<file path="src/rtl/egress_arbiter.sv">
// -----------------------------------------------------------------------------
// egress_arbiter
//
// Collects single-cycle write requests from NUM_PORTS ingress ports that target
// one egress port. Each ingress has one holding slot (pending flag + captured
// start pointer). A round-robin arbiter moves one pending pointer per cycle
// into a first-word-fall-through pointer queue, which the egress consumer
// drains with a valid/ready handshake. A request that arrives while its slot
// is still occupied (and that slot is not being granted in the same cycle) is
// dropped; this is reported by a one-cycle pulse on drop_o and counted in a
// saturating 16-bit counter.
//
// Ports
//   clk           single clock, all state on the rising edge
//   rst_n         asynchronous active-low reset
//   req_i         per-ingress single-cycle request
//   start_ptr_i   per-ingress start pointer, ingress k at [k*ADDR_W +: ADDR_W]
//   ptr_o         queue-head start pointer (meaningful only when ptr_valid_o)
//   ptr_valid_o   queue is non-empty
//   ptr_ready_i   consumer accepts ptr_o this cycle
//   full_o        queue holds FIFO_DEPTH entries
//   drop_o        registered one-cycle pulse per ingress whose request was lost
//   drop_count_o  saturating total of dropped requests
// -----------------------------------------------------------------------------

package switch_pkg;
  localparam int NUM_PORTS = 4;
endpackage

package mem_pkg;
  localparam int ADDR_W = 8;
endpackage

module egress_arbiter #(
  parameter int NUM_PORTS  = switch_pkg::NUM_PORTS,
  parameter int ADDR_W     = mem_pkg::ADDR_W,
  parameter int FIFO_DEPTH = 4
) (
  input  logic                        clk,
  input  logic                        rst_n,
  input  logic [NUM_PORTS-1:0]        req_i,
  input  logic [NUM_PORTS*ADDR_W-1:0] start_ptr_i,
  output logic [ADDR_W-1:0]           ptr_o,
  output logic                        ptr_valid_o,
  input  logic                        ptr_ready_i,
  output logic                        full_o,
  output logic [NUM_PORTS-1:0]        drop_o,
  output logic [15:0]                 drop_count_o
);

  localparam int IDX_W = (NUM_PORTS > 1) ? $clog2(NUM_PORTS) : 1;
  localparam int PTR_W = $clog2(FIFO_DEPTH);
  localparam int CNT_W = PTR_W + 1;
  localparam int POP_W = $clog2(NUM_PORTS + 1);

  localparam logic [IDX_W-1:0] LAST_RST = IDX_W'(NUM_PORTS - 1);
  localparam logic [CNT_W-1:0] DEPTH_C  = CNT_W'(FIFO_DEPTH);

  // Holding slots
  logic [NUM_PORTS-1:0] pending_reg;
  logic [NUM_PORTS-1:0] pending_next;
  logic [NUM_PORTS-1:0] capture;
  logic [ADDR_W-1:0]    held_ptr_reg [NUM_PORTS];

  // Arbiter
  logic [IDX_W-1:0]     last_grant_reg;
  logic                 grant_valid;
  logic [IDX_W-1:0]     grant_idx;
  logic [ADDR_W-1:0]    grant_ptr;
  int                   cand;

  // Drop reporting
  logic [NUM_PORTS-1:0] drop_reg;
  logic [NUM_PORTS-1:0] drop_next;
  logic [POP_W-1:0]     drop_sum;
  logic [16:0]          drop_total;
  logic [15:0]          drop_count_reg;
  logic [15:0]          drop_count_next;

  // Pointer queue
  logic [ADDR_W-1:0]    fifo_mem [FIFO_DEPTH];
  logic [PTR_W-1:0]     wr_ptr_reg;
  logic [PTR_W-1:0]     rd_ptr_reg;
  logic [CNT_W-1:0]     count_reg;
  logic [CNT_W-1:0]     count_next;
  logic                 push;
  logic                 pop;

  // ---------------------------------------------------------------------------
  // Round-robin selection: search from last_grant+1 upward, wrapping. A full
  // queue blocks the grant even when a pop happens in the same cycle, so the
  // decision depends on registered state only.
  // ---------------------------------------------------------------------------
  always_comb begin
    grant_valid = 1'b0;
    grant_idx   = '0;
    cand        = 0;
    if (count_reg != DEPTH_C) begin
      for (int off = 1; off <= NUM_PORTS; off++) begin
        cand = int'(last_grant_reg) + off;
        if (cand >= NUM_PORTS) begin
          cand = cand - NUM_PORTS;
        end
        if (!grant_valid && pending_reg[IDX_W'(cand)]) begin
          grant_valid = 1'b1;
          grant_idx   = IDX_W'(cand);
        end
      end
    end
  end

  assign grant_ptr = held_ptr_reg[grant_idx];
  assign push      = grant_valid;
  assign pop       = ptr_valid_o && ptr_ready_i;

  // ---------------------------------------------------------------------------
  // Per-ingress slot control. A slot that is granted this cycle counts as free,
  // so a same-cycle re-request is captured rather than dropped.
  // ---------------------------------------------------------------------------
  for (genvar gi = 0; gi < NUM_PORTS; gi++) begin : g_slot
    logic granted;
    assign granted          = grant_valid && (grant_idx == IDX_W'(gi));
    assign capture[gi]      = req_i[gi] && (!pending_reg[gi] || granted);
    assign drop_next[gi]    = req_i[gi] && pending_reg[gi] && !granted;
    assign pending_next[gi] = capture[gi] ? 1'b1 :
                              (granted ? 1'b0 : pending_reg[gi]);
  end

  // Held pointers carry no reset; pending_reg qualifies them.
  always_ff @(posedge clk) begin
    for (int k = 0; k < NUM_PORTS; k++) begin
      if (capture[k]) begin
        held_ptr_reg[k] <= start_ptr_i[k*ADDR_W +: ADDR_W];
      end
    end
  end

  // ---------------------------------------------------------------------------
  // Drop counter: add this cycle's drops, clamp at all-ones.
  // ---------------------------------------------------------------------------
  always_comb begin
    drop_sum = '0;
    for (int k = 0; k < NUM_PORTS; k++) begin
      drop_sum = drop_sum + POP_W'(drop_next[k]);
    end
  end

  assign drop_total      = {1'b0, drop_count_reg} + 17'(drop_sum);
  assign drop_count_next = drop_total[16] ? 16'hFFFF : drop_total[15:0];

  // ---------------------------------------------------------------------------
  // Queue occupancy
  // ---------------------------------------------------------------------------
  always_comb begin
    count_next = count_reg;
    case ({push, pop})
      2'b10:   count_next = count_reg + CNT_W'(1);
      2'b01:   count_next = count_reg - CNT_W'(1);
      default: count_next = count_reg;
    endcase
  end

  // Queue storage carries no reset; count_reg qualifies it.
  always_ff @(posedge clk) begin
    if (push) begin
      fifo_mem[wr_ptr_reg] <= grant_ptr;
    end
  end

  // ---------------------------------------------------------------------------
  // Control state
  // ---------------------------------------------------------------------------
  always_ff @(posedge clk or negedge rst_n) begin
    if (!rst_n) begin
      pending_reg    <= '0;
      last_grant_reg <= LAST_RST;
      wr_ptr_reg     <= '0;
      rd_ptr_reg     <= '0;
      count_reg      <= '0;
      drop_reg       <= '0;
      drop_count_reg <= '0;
    end else begin
      pending_reg <= pending_next;
      if (grant_valid) begin
        last_grant_reg <= grant_idx;
      end
      // Depth is a power of two, so the pointers wrap by natural overflow.
      if (push) begin
        wr_ptr_reg <= wr_ptr_reg + PTR_W'(1);
      end
      if (pop) begin
        rd_ptr_reg <= rd_ptr_reg + PTR_W'(1);
      end
      count_reg      <= count_next;
      drop_reg       <= drop_next;
      drop_count_reg <= drop_count_next;
    end
  end

  // First-word fall-through head
  assign ptr_o        = fifo_mem[rd_ptr_reg];
  assign ptr_valid_o  = (count_reg != '0);
  assign full_o       = (count_reg == DEPTH_C);
  assign drop_o       = drop_reg;
  assign drop_count_o = drop_count_reg;

endmodule

</file>
<file path="config.mk">
export PLATFORM = sky130hd
export DESIGN_NAME = egress_arbiter
export DESIGN_NICKNAME = d
export VERILOG_FILES = /design/src/rtl/egress_arbiter.sv
export SDC_FILE = /design/constraint.sdc
export NUM_CORES = 1
export LEC_CHECK = 0
export CORE_MARGIN = 2
export CORE_UTILIZATION = 40
export DETAILED_ROUTE_END_ITERATION = 10
export PLACE_DENSITY = 0.7
export RECOVER_POWER = 50
export SLEW_MARGIN = 20
export SYNTH_ARGS = -nofsm -noshare
export SYNTH_HDL_FRONTEND = slang
export SYNTH_SLANG_ARGS = --single-unit
</file>
<file path="constraint.sdc">
create_clock -name clk -period 7.2 [get_ports clk]
set_input_delay 0.72 -clock clk [delete_from_list [all_inputs] [get_ports clk]]
set_output_delay 0.72 -clock clk [all_outputs]
set_load 0.01 [all_outputs]
</file>
==> results of run 1 <==
==> through the flow <==
step / hold WS [ps] / worst slack (ps)
final: 498 / 2340
after global routing: 505 / 1810
after CTS: 499 / 2920
after detailed placement: 485 / 2960
after global placement: 475 / 3170
after floorplan: 424 / 3510
==> power by group <==
group / internal [mW] / leakage [nW] / switching, mW / total [mW]
Combinational: 0.495 / 0.972 / 0.553 / 1.05
Clock: 0.171 / 0.107 / 0.212 / 0.383
Sequential: 0.950 / 0.992 / 0.128 / 1.08
Total: 1.62 / 2.07 / 0.893 / 2.51
==> cell usage in the layout, fill, tap and decap left out, types with 3 or more instances in the layout <==
cell             Yosys  layout
a21oi_1              8       8
and2_0               0       5
and2_1               8       3
and3_1               3       3
clkbuf_8             0       9
clkdlybuf4s50_1      0      14
dfrtp_1             31      31
dlygate4sd3_1        0      54
edfxtp_1            64      64
fa_1                 4       4
ha_1                 6       6
inv_1               15      15
mux2i_1             25      25
mux4_2               8       8
nand2_1             25      25
nand2b_1             7       7
nand3_1             13      14
nor2_1              10      10
nor3_1               5       5
o21ai_0              2       4
xnor2_1              8       8
xor2_1               8       8
==> worst max-delay path: stages (launching register included) <==
cell      delay (ps)
dfstp_2          600
or3b_1           150
a21oi_1           80
o311ai_0         370
clkbuf_1         660
a31oi_1          260
and2_0           250
fa_1             510
inv_1             50
fa_1             380
inv_1             80
fa_1             200
nand3_1          170
nor4_1           600
nand3_1          190
nor3_1           160
a21oi_1           60
==> worst paths after layout <==
path | start | to | slack [ps]
worst min-delay path | count_reg[2] | count_reg[2] | 500
worst max-delay path | last_grant_reg[1] | drop_count_o[14] | 2340
max in group asynchronous | rst_n | count_reg[0] | 4800
worst min register to register | count_reg[2] | count_reg[2] | 500
worst max register to register | last_grant_reg[1] | drop_count_o[14] | 2340
min in group asynchronous | rst_n | drop_count_o[15] | 1350
==> layout make-up <==
cell class              instances  area [um2]
flip-flops and latches         97        2750
clock buffers                   9         124
diodes                          2        5.00
well taps                     136         170
repair buffers                 70         688
clock inverters                 7        93.8
fillers                       908        5020
multi-input cells             163        1270
inverters                      15        56.3
==> per-layer routing <==
layer	global-route usage, %	up-vias	routed length, um	part of all wire [%]
met2	23.3	57	3740	48
met1	20.7	1197	3500	45
met5	0	-	0	0
met3	4.58	10	417	5.4
li1	-	1164	-	-
met4	5.26	0	112	1.4
==> kinds of logic after synthesis <==
group	share of synthesized area, %
AO/OA/AOI/OAI	3.54
XOR/XNOR	3.39
adder cells (fa/ha/maj)	3.75
buffers and inverters	2.51
flip-flops	66.4
multiplexers	10.4
AND/OR/NAND/NOR	9.98
==> impl_metrics.toml, run 1 <==
[status]
status = "complete, but fails checks"
violations = "capacitance limit, slew limit"

[timing]
rsz0062_at_grt = "false"
fin_crit_ps = 4860
setup_viol = 0
finalSetupTns_ps = 0
max_freq_mhz = 206
slew_headroom_pct = -119
skew_ps = 16.1
slew_violations = 52
min_period_over_period_pct = 67.5
hold_viol = 0
worst_pin_slew_ps = 3250

[synthesis]
synthTopCellsByArea = "edfxtp_1 46%, dfrtp_1 19%, mux2i_1 6.0%"
synth_top_area_share_pct = 46.4
synth_ff_type = "edfxtp_1"
synth_largest_area_cell = "edfxtp_1"
synth_edf_count = 64
synth.most_common_cell = "edfxtp_1"
syn_area_per_cell_um2 = 14.7
syn_area_um2 = 4140
yosysWarnings = 0
netlist_instances = 282
synth_common_cells = "64 x edfxtp_1, 31 x dfrtp_1, 25 x mux2i_1, 25 x nand2_1, 15 x inv_1"
async_flop_share_pct = 34.0
synth_seq_cells = 97
syn_nets = 331
synth_cell_types = 41
yosysSeqAreaShare_pct = 66.4

[power]
power.density_nw_per_um2 = 486
ir_worst_vdd_mv = 0.205
finalPower_mw = 2.51
p_leak_nw = 2.07

[placed_design]
dpl.hpwl_um = 5510
place_congestion = 0.846
place_area_um2 = 4970
place_inst = 481
port_buffers = 68

[route]
drt-wirelength-per-cell_um = 15.6
wl_um = 7780
vias_per_cell = 4.87
dr.pass1.iters = 4
drcViolationCount = 0
drtAntennaViolNets = 0
num_vias = 2428
drt_iter0_markers = 93

[setup_path]
cp.required_ps = 7470
ff2ff_path_depth = 16
crit_arrival_ps = 5130
crit_type = "flip-flop to flip-flop"
crit_fanout = 13
endpoint_kind = "flip-flop"
cp-start-kind = "flip-flop"

[cts]
max-clock-path-buffers = 2
cts_hold_buf = 0
cts-root-buf = "clkbuf_8"
clkLatencyLatePin_ps = 380
clock-sinks = 97
cts_setup_buffers = 0
htreeDepth = 3
ctsResizeCount = 0
cts_tree = "done"
numCtsBuffers = 9
path_clk_slew_ps = 110

[die]
die-area_um2 = 11200
num_io_pins = 69
die_w_um = 106
die_y_um = 106
start_util_pct = 40.6
core.rowCount = 37
coreArea_um2 = 10200

[run]
cap_violations = 2

[global_routing]
antenna_found_initial = 2
first_global_vias = 2545
overflow = 0
grt_max_degree = 34
grt_pass1_wl_um = 13000
track_usage_pct = 15.2

[worst_hold_path]
hold_path_depth = 1
min_path_type = "flip-flop to flip-flop"

[finish]
stdcell_area_um2 = 5160
stdcell_count = 499
drive_gt1_share_pct = 7.76
synthToLayoutAreaGrowth_pct = 24.7
final_nets = 405
final_core_util_pct = 50.7
Power figures use the tool's default switching activity.
==> run 2, diff against run 1 <==
--- a/config.mk
+++ b/config.mk
@@ -8,7 +8,7 @@
 export CORE_MARGIN = 2
 export CORE_UTILIZATION = 40
 export DETAILED_ROUTE_END_ITERATION = 10
-export PLACE_DENSITY = 0.7
+export PLACE_DENSITY = 0.72
 export RECOVER_POWER = 50
 export SLEW_MARGIN = 20
 export SYNTH_ARGS = -nofsm -noshare
==> constraint.sdc (replaced) <==
create_clock -name clk -period 4 [get_ports clk]
set_input_delay 0.4 -clock clk [delete_from_list [all_inputs] [get_ports clk]]
set_output_delay 0.4 -clock clk [all_outputs]
set_load 0.01 [all_outputs]
==> run 2 against run 1 <==
Effect of this change:
- the run still ends with capacitance limit, slew limit left
- clock skew is 5.1 ps lower
- fmax is 28% higher
- register-to-register slack worse by 2100 ps
- cell area is 2.2% higher
==> impl_metrics.toml, run 2 (synthesized netlist as in run 1, its figures left out) <==
[global_routing]
grt.busiest_layer = "met2"
grt_util_met2_pct = 23.8
grt_pass1_wl_um = 12400
grt_max_degree = 34
antenna_found_initial = 1
use_met3_pct = 3.59
first_global_vias = 2509
overflow = 0
track_usage_pct = 14.7
use_met1_pct = 18.6

[worst_hold_path]
min_path_type = "flip-flop to flip-flop"

[timing]
worst_pin_slew_ps = 1830
slew_violations = 34
min_period_over_period_pct = 94.6
slew_headroom_pct = -21.8
max_freq_mhz = 264
fin_crit_ps = 3780
finalSetupTns_ps = 0
skew_ps = 11.0
hold_viol = 0
setup_viol = 0
fin_hold_ws_ps = 494

[route]
drtAntennaViolNets = 0
num_vias = 2436
drcViolationCount = 0
drt_iter0_markers = 106
wl_um = 7540
vias_per_cell = 4.84
dr.pass1.iters = 4
drt-wirelength-per-cell_um = 15.0

[cts]
cts_tree = "done"
path_clk_slew_ps = 90
numCtsBuffers = 9
clkLatencyLatePin_ps = 370
clock-sinks = 97
cts_hold_buf = 0
htreeDepth = 3
max-clock-path-buffers = 2
cts-root-buf = "clkbuf_8"

[die]
coreArea_um2 = 10200
die_y_um = 106
start_util_pct = 40.6
die-area_um2 = 11200
die_w_um = 106
core.rowCount = 37
num_io_pins = 69

[placed_design]
port_buffers = 68
dpl.hpwl_um = 5560
place_congestion = 0.822
place_area_um2 = 5000

[finish]
synthToLayoutAreaGrowth_pct = 27.4
num_antenna_cells = 0
nFillCells = 886
final_nets = 411
final_common_cell = "edfxtp_1"
drive_gt1_share_pct = 11.4
final_core_util_pct = 51.8
stdcell_area_um2 = 5280
layout_common_cells = "64 x edfxtp_1, 37 x dlygate4sd3_1, 31 x clkdlybuf4s50_1"

[setup_path]
crit_arrival_ps = 4030
slowest_delay_ps = 580
worst_path_max_delay_cell = "dfstp_2"
cp-start-kind = "flip-flop"
reg2reg_from = "last_grant_reg[1]"
critical_path.most_common_cell = "fa_1"
crit_start = "last_grant_reg[1]"
crit_end = "drop_count_o[14]"
endpoint_kind = "flip-flop"
cp_cell_sequence = "or3b_1 > a21oi_1 > o311ai_2 > a31oi_1 > and2_1 > fa_1 > inv_1 > fa_1 > inv_1 > fa_1 > nand3_2 > nor4_4 > nand3_1 > nor3_1 > a21oi_1"
r2r_slack_ps = 220
crit_fanout = 7
worstReg2RegEnd = "drop_count_o[14]"
cp.required_ps = 4250
crit_type = "flip-flop to flip-flop"
ff2ff_path_depth = 15

[power]
ir_worst_vdd_mv = 0.390
power.density_nw_per_um2 = 876
p_leak_nw = 2.10
finalPower_mw = 4.62

[status]
status = "complete, but fails checks"
violations = "capacitance limit, slew limit"

[run]
cap_violations = 1
[run 2: cell type report]
class                      count  area [um2]  area share (%)
inverter                      15        56.3            1.07
multi-input combinational    163        1330            25.3
tap                          136         170            3.23
sequential                    97        2750            52.2
timing repair buffer          76         741            14.0
clock inverter                 7         100            1.90
clock buffer                   9         124            2.35
[run 2: timing repair]
action / 4_1_cts / 5_1_grt
gates resized for setup: 0 / 7
buffers inserted: 0 / 1
endpoints found under the setup margin: 0 / 12
[run 2: worst min path at each step]
stage,start,end,slack [ps],depth (start not counted)
6_report,count_reg[0],count_reg[0],490,1
5_1_grt,last_grant_reg[1],last_grant_reg[1],520,2
4_1_cts,rst_n,drop_count_o[6],440,2
3_5_place_dp,count_reg[0],count_reg[0],480,1
3_3_place_gp,count_reg[2],count_reg[2],480,1
2_1_floorplan,rst_n,count_reg[0],100,0
[run 2: stage by stage]
step,worst slack [ps],cells
3_3_place_gp,245,485
4_1_cts,95.1,501
6_report,217,503
5_1_grt,-26.0,503
3_5_place_dp,123,485
2_1_floorplan,313,282
[run 2: routing by layer]
metal	vias to the layer above	wire, um
li1	1177	-
met1	1183	3290
met2	58	3680
met3	16	366
met4	2	181
met5	-	16
[run 2: power breakdown]
part           internal, mW  switching, mW
clock network         0.358          0.339
registers              1.71          0.229
logic                 0.952           1.04
[run 2: worst max-delay path: cells and delay by family (launching register included)]
| kind | cells | cell delay, ps |
|---|---|---|
| flip-flops | 1 | 580 |
| buffers and inverters | 2 | 130 |
| adder cells (fa/ha/maj) | 3 | 1100 |
| AO/OA/AOI/OAI | 4 | 730 |
| AND/OR/NAND/NOR | 6 | 1130 |
==> run 3, diff against run 2 <==
--- a/config.mk
+++ b/config.mk
@@ -5,7 +5,6 @@
 export SDC_FILE = /design/constraint.sdc
 export NUM_CORES = 1
 export LEC_CHECK = 0
-export CORE_MARGIN = 2
 export CORE_UTILIZATION = 40
 export DETAILED_ROUTE_END_ITERATION = 10
 export PLACE_DENSITY = 0.72
==> run 3 against run 2 <==
Effect of this change:
- the flow still finishes with violations (capacitance limit, slew limit)
- cell area is 1.2% lower
- non-clock buffer count decreased by 2
- combinational power is essentially flat
- final cell count decreased by 0.99%
- global-route usage rose by 0.24 points
- die area decreased by 3.7%
- clock power down 15%
- utilization grew 0.82 points
==> impl_metrics.toml, run 3 (synthesized netlist as in run 1, its figures left out) <==
[placed_design]
dp_slack_ps = 123
place_congestion = 0.821
place_inst = 482
dpl.hpwl_um = 5320
port_buffers = 68

[die]
num_io_pins = 69
coreArea_um2 = 9910
die_y_um = 104
core.rowCount = 36
die-area_um2 = 10800
start_util_pct = 41.8
die_w_um = 104

[run]
cap_violations = 2

[cts]
clock-sinks = 97
numCtsBuffers = 9
max-clock-path-buffers = 2
htreeDepth = 3
clkLatencyLatePin_ps = 370
cts_tree = "done"
path_clk_slew_ps = 90
cts-root-buf = "clkbuf_8"
cts_setup_buffers = 0

[timing]
min_period_over_period_pct = 94.0
finalSetupTns_ps = 0
max_freq_mhz = 266
worst_pin_slew_ps = 1880
hold_viol = 0
fin_crit_ps = 3760
setup_viol = 0
worst_slack_ps = 241
slew_headroom_pct = -26.1
slew_violations = 52
skew_ps = 7.16

[finish]
nFillCells = 859
multi_input_comb_area_um2 = 1340
final_nets = 409
drive_gt1_share_pct = 11.8
num_antenna_cells = 0
final_common_cell = "edfxtp_1"
layout_common_cells = "64 x edfxtp_1, 54 x dlygate4sd3_1, 31 x dfrtp_1"
synthToLayoutAreaGrowth_pct = 26.0
register_area_um2 = 2750
stdcell_count = 498

[setup_path]
crit_arrival_ps = 4010
slowest_delay_ps = 580
cp.required_ps = 4250
worst_path_max_delay_cell = "dfstp_2"
crit_type = "flip-flop to flip-flop"
critPathBufInv = 3
endpoint_kind = "flip-flop"
cp_cell_sequence = "nand2b_1 > nor2_1 > o311ai_4 > a31oi_2 > and2_1 > fa_1 > inv_1 > fa_1 > inv_1 > fa_2 > nand3_2 > nor4_2 > buf_4 > nand3_1 > nor3_2 > a21oi_1"
cp-start-kind = "flip-flop"
crit_family = "simple AND/OR/NAND/NOR gates"
crit_fanout = 7

[global_routing]
use_met3_pct = 3.40
grt_util_met2_pct = 22.9
overflow = 0
track_usage_pct = 14.9
first_global_vias = 2481
grt_max_degree = 34
grt.busiest_layer = "met2"
use_met1_pct = 20.0
grt_pass1_wl_um = 12400
antenna_found_initial = 0

[route]
drtAntennaViolNets = 0
wl_um = 7480
drcViolationCount = 0
num_vias = 2391
dr.pass1.iters = 4
drt-wirelength-per-cell_um = 15.0
vias_per_cell = 4.80
drt_iter0_markers = 170

[worst_hold_path]
min_path_type = "flip-flop to flip-flop"

[status]
violations = "capacitance limit, slew limit"
status = "complete, but fails checks"

[power]
p_leak_nw = 2.09
ir_worst_vdd_mv = 0.472
power.density_nw_per_um2 = 861
finalPower_mw = 4.49
[run 3: cell type report]
type                            instances  area share, %
Sequential cell                        97           52.7
Multi-Input combinational cell        163           25.7
Timing Repair Buffer                   74           13.8
Tap cell                              133           3.19
Clock buffer                           10           2.45
Inverter                               15           1.08
Clock inverter                          6          0.936
[run 3: repair_timing]
action	CTS	global route
gates resized for setup	0	12
hold buffers	0	0
endpoints found under the setup margin	0	16
[run 3: report_power, final]
group          internal [mW]  leakage (nW)  switching, mW
clock                  0.235        0.0872          0.356
sequential              1.71         0.992          0.232
combinational          0.925          1.01           1.03
[run 3: metal layers]
| metal | wire length, um | part of all wire [%] | vias up |
|---|---|---|---|
| li1 | - | - | 1168 |
| met1 | 3490 | 47 | 1153 |
| met2 | 3520 | 47 | 54 |
| met3 | 265 | 3.5 | 16 |
| met4 | 194 | 2.6 | 0 |
| met5 | 0 | 0 | - |
[run 3: worst paths after layout]
path / from / end / slack [ps] / cells after the start
worst max-delay path: last_grant_reg[1] / drop_count_o[14] / 240 / 16
worst min-delay path: last_grant_reg[1] / last_grant_reg[1] / 500 / 2
worst max register to register: last_grant_reg[1] / drop_count_o[14] / 240 / 16
worst min register to register: last_grant_reg[1] / last_grant_reg[1] / 500 / 2
max in group asynchronous: rst_n / drop_count_o[13] / 1930 / 2
min in group asynchronous: rst_n / drop_count_o[7] / 1030 / 2
[run 3: metrics by stage]
stage / hold slack [ps] / utilization [%] / instance area [um2]
3_3_place_gp: 476 / 50.4 / 5000
2_1_floorplan: 104 / - / 4140
6_report: 501 / 52.6 / 5210
4_1_cts: 433 / 52.2 / 5170
3_5_place_dp: 485 / 50.4 / 5000
5_1_grt: 523 / 52.6 / 5210
[run 3: worst min-delay path: stages, from the launching register on]
cell	delay, ps
dfstp_2	400
nand2_1	60
nand2_1	50
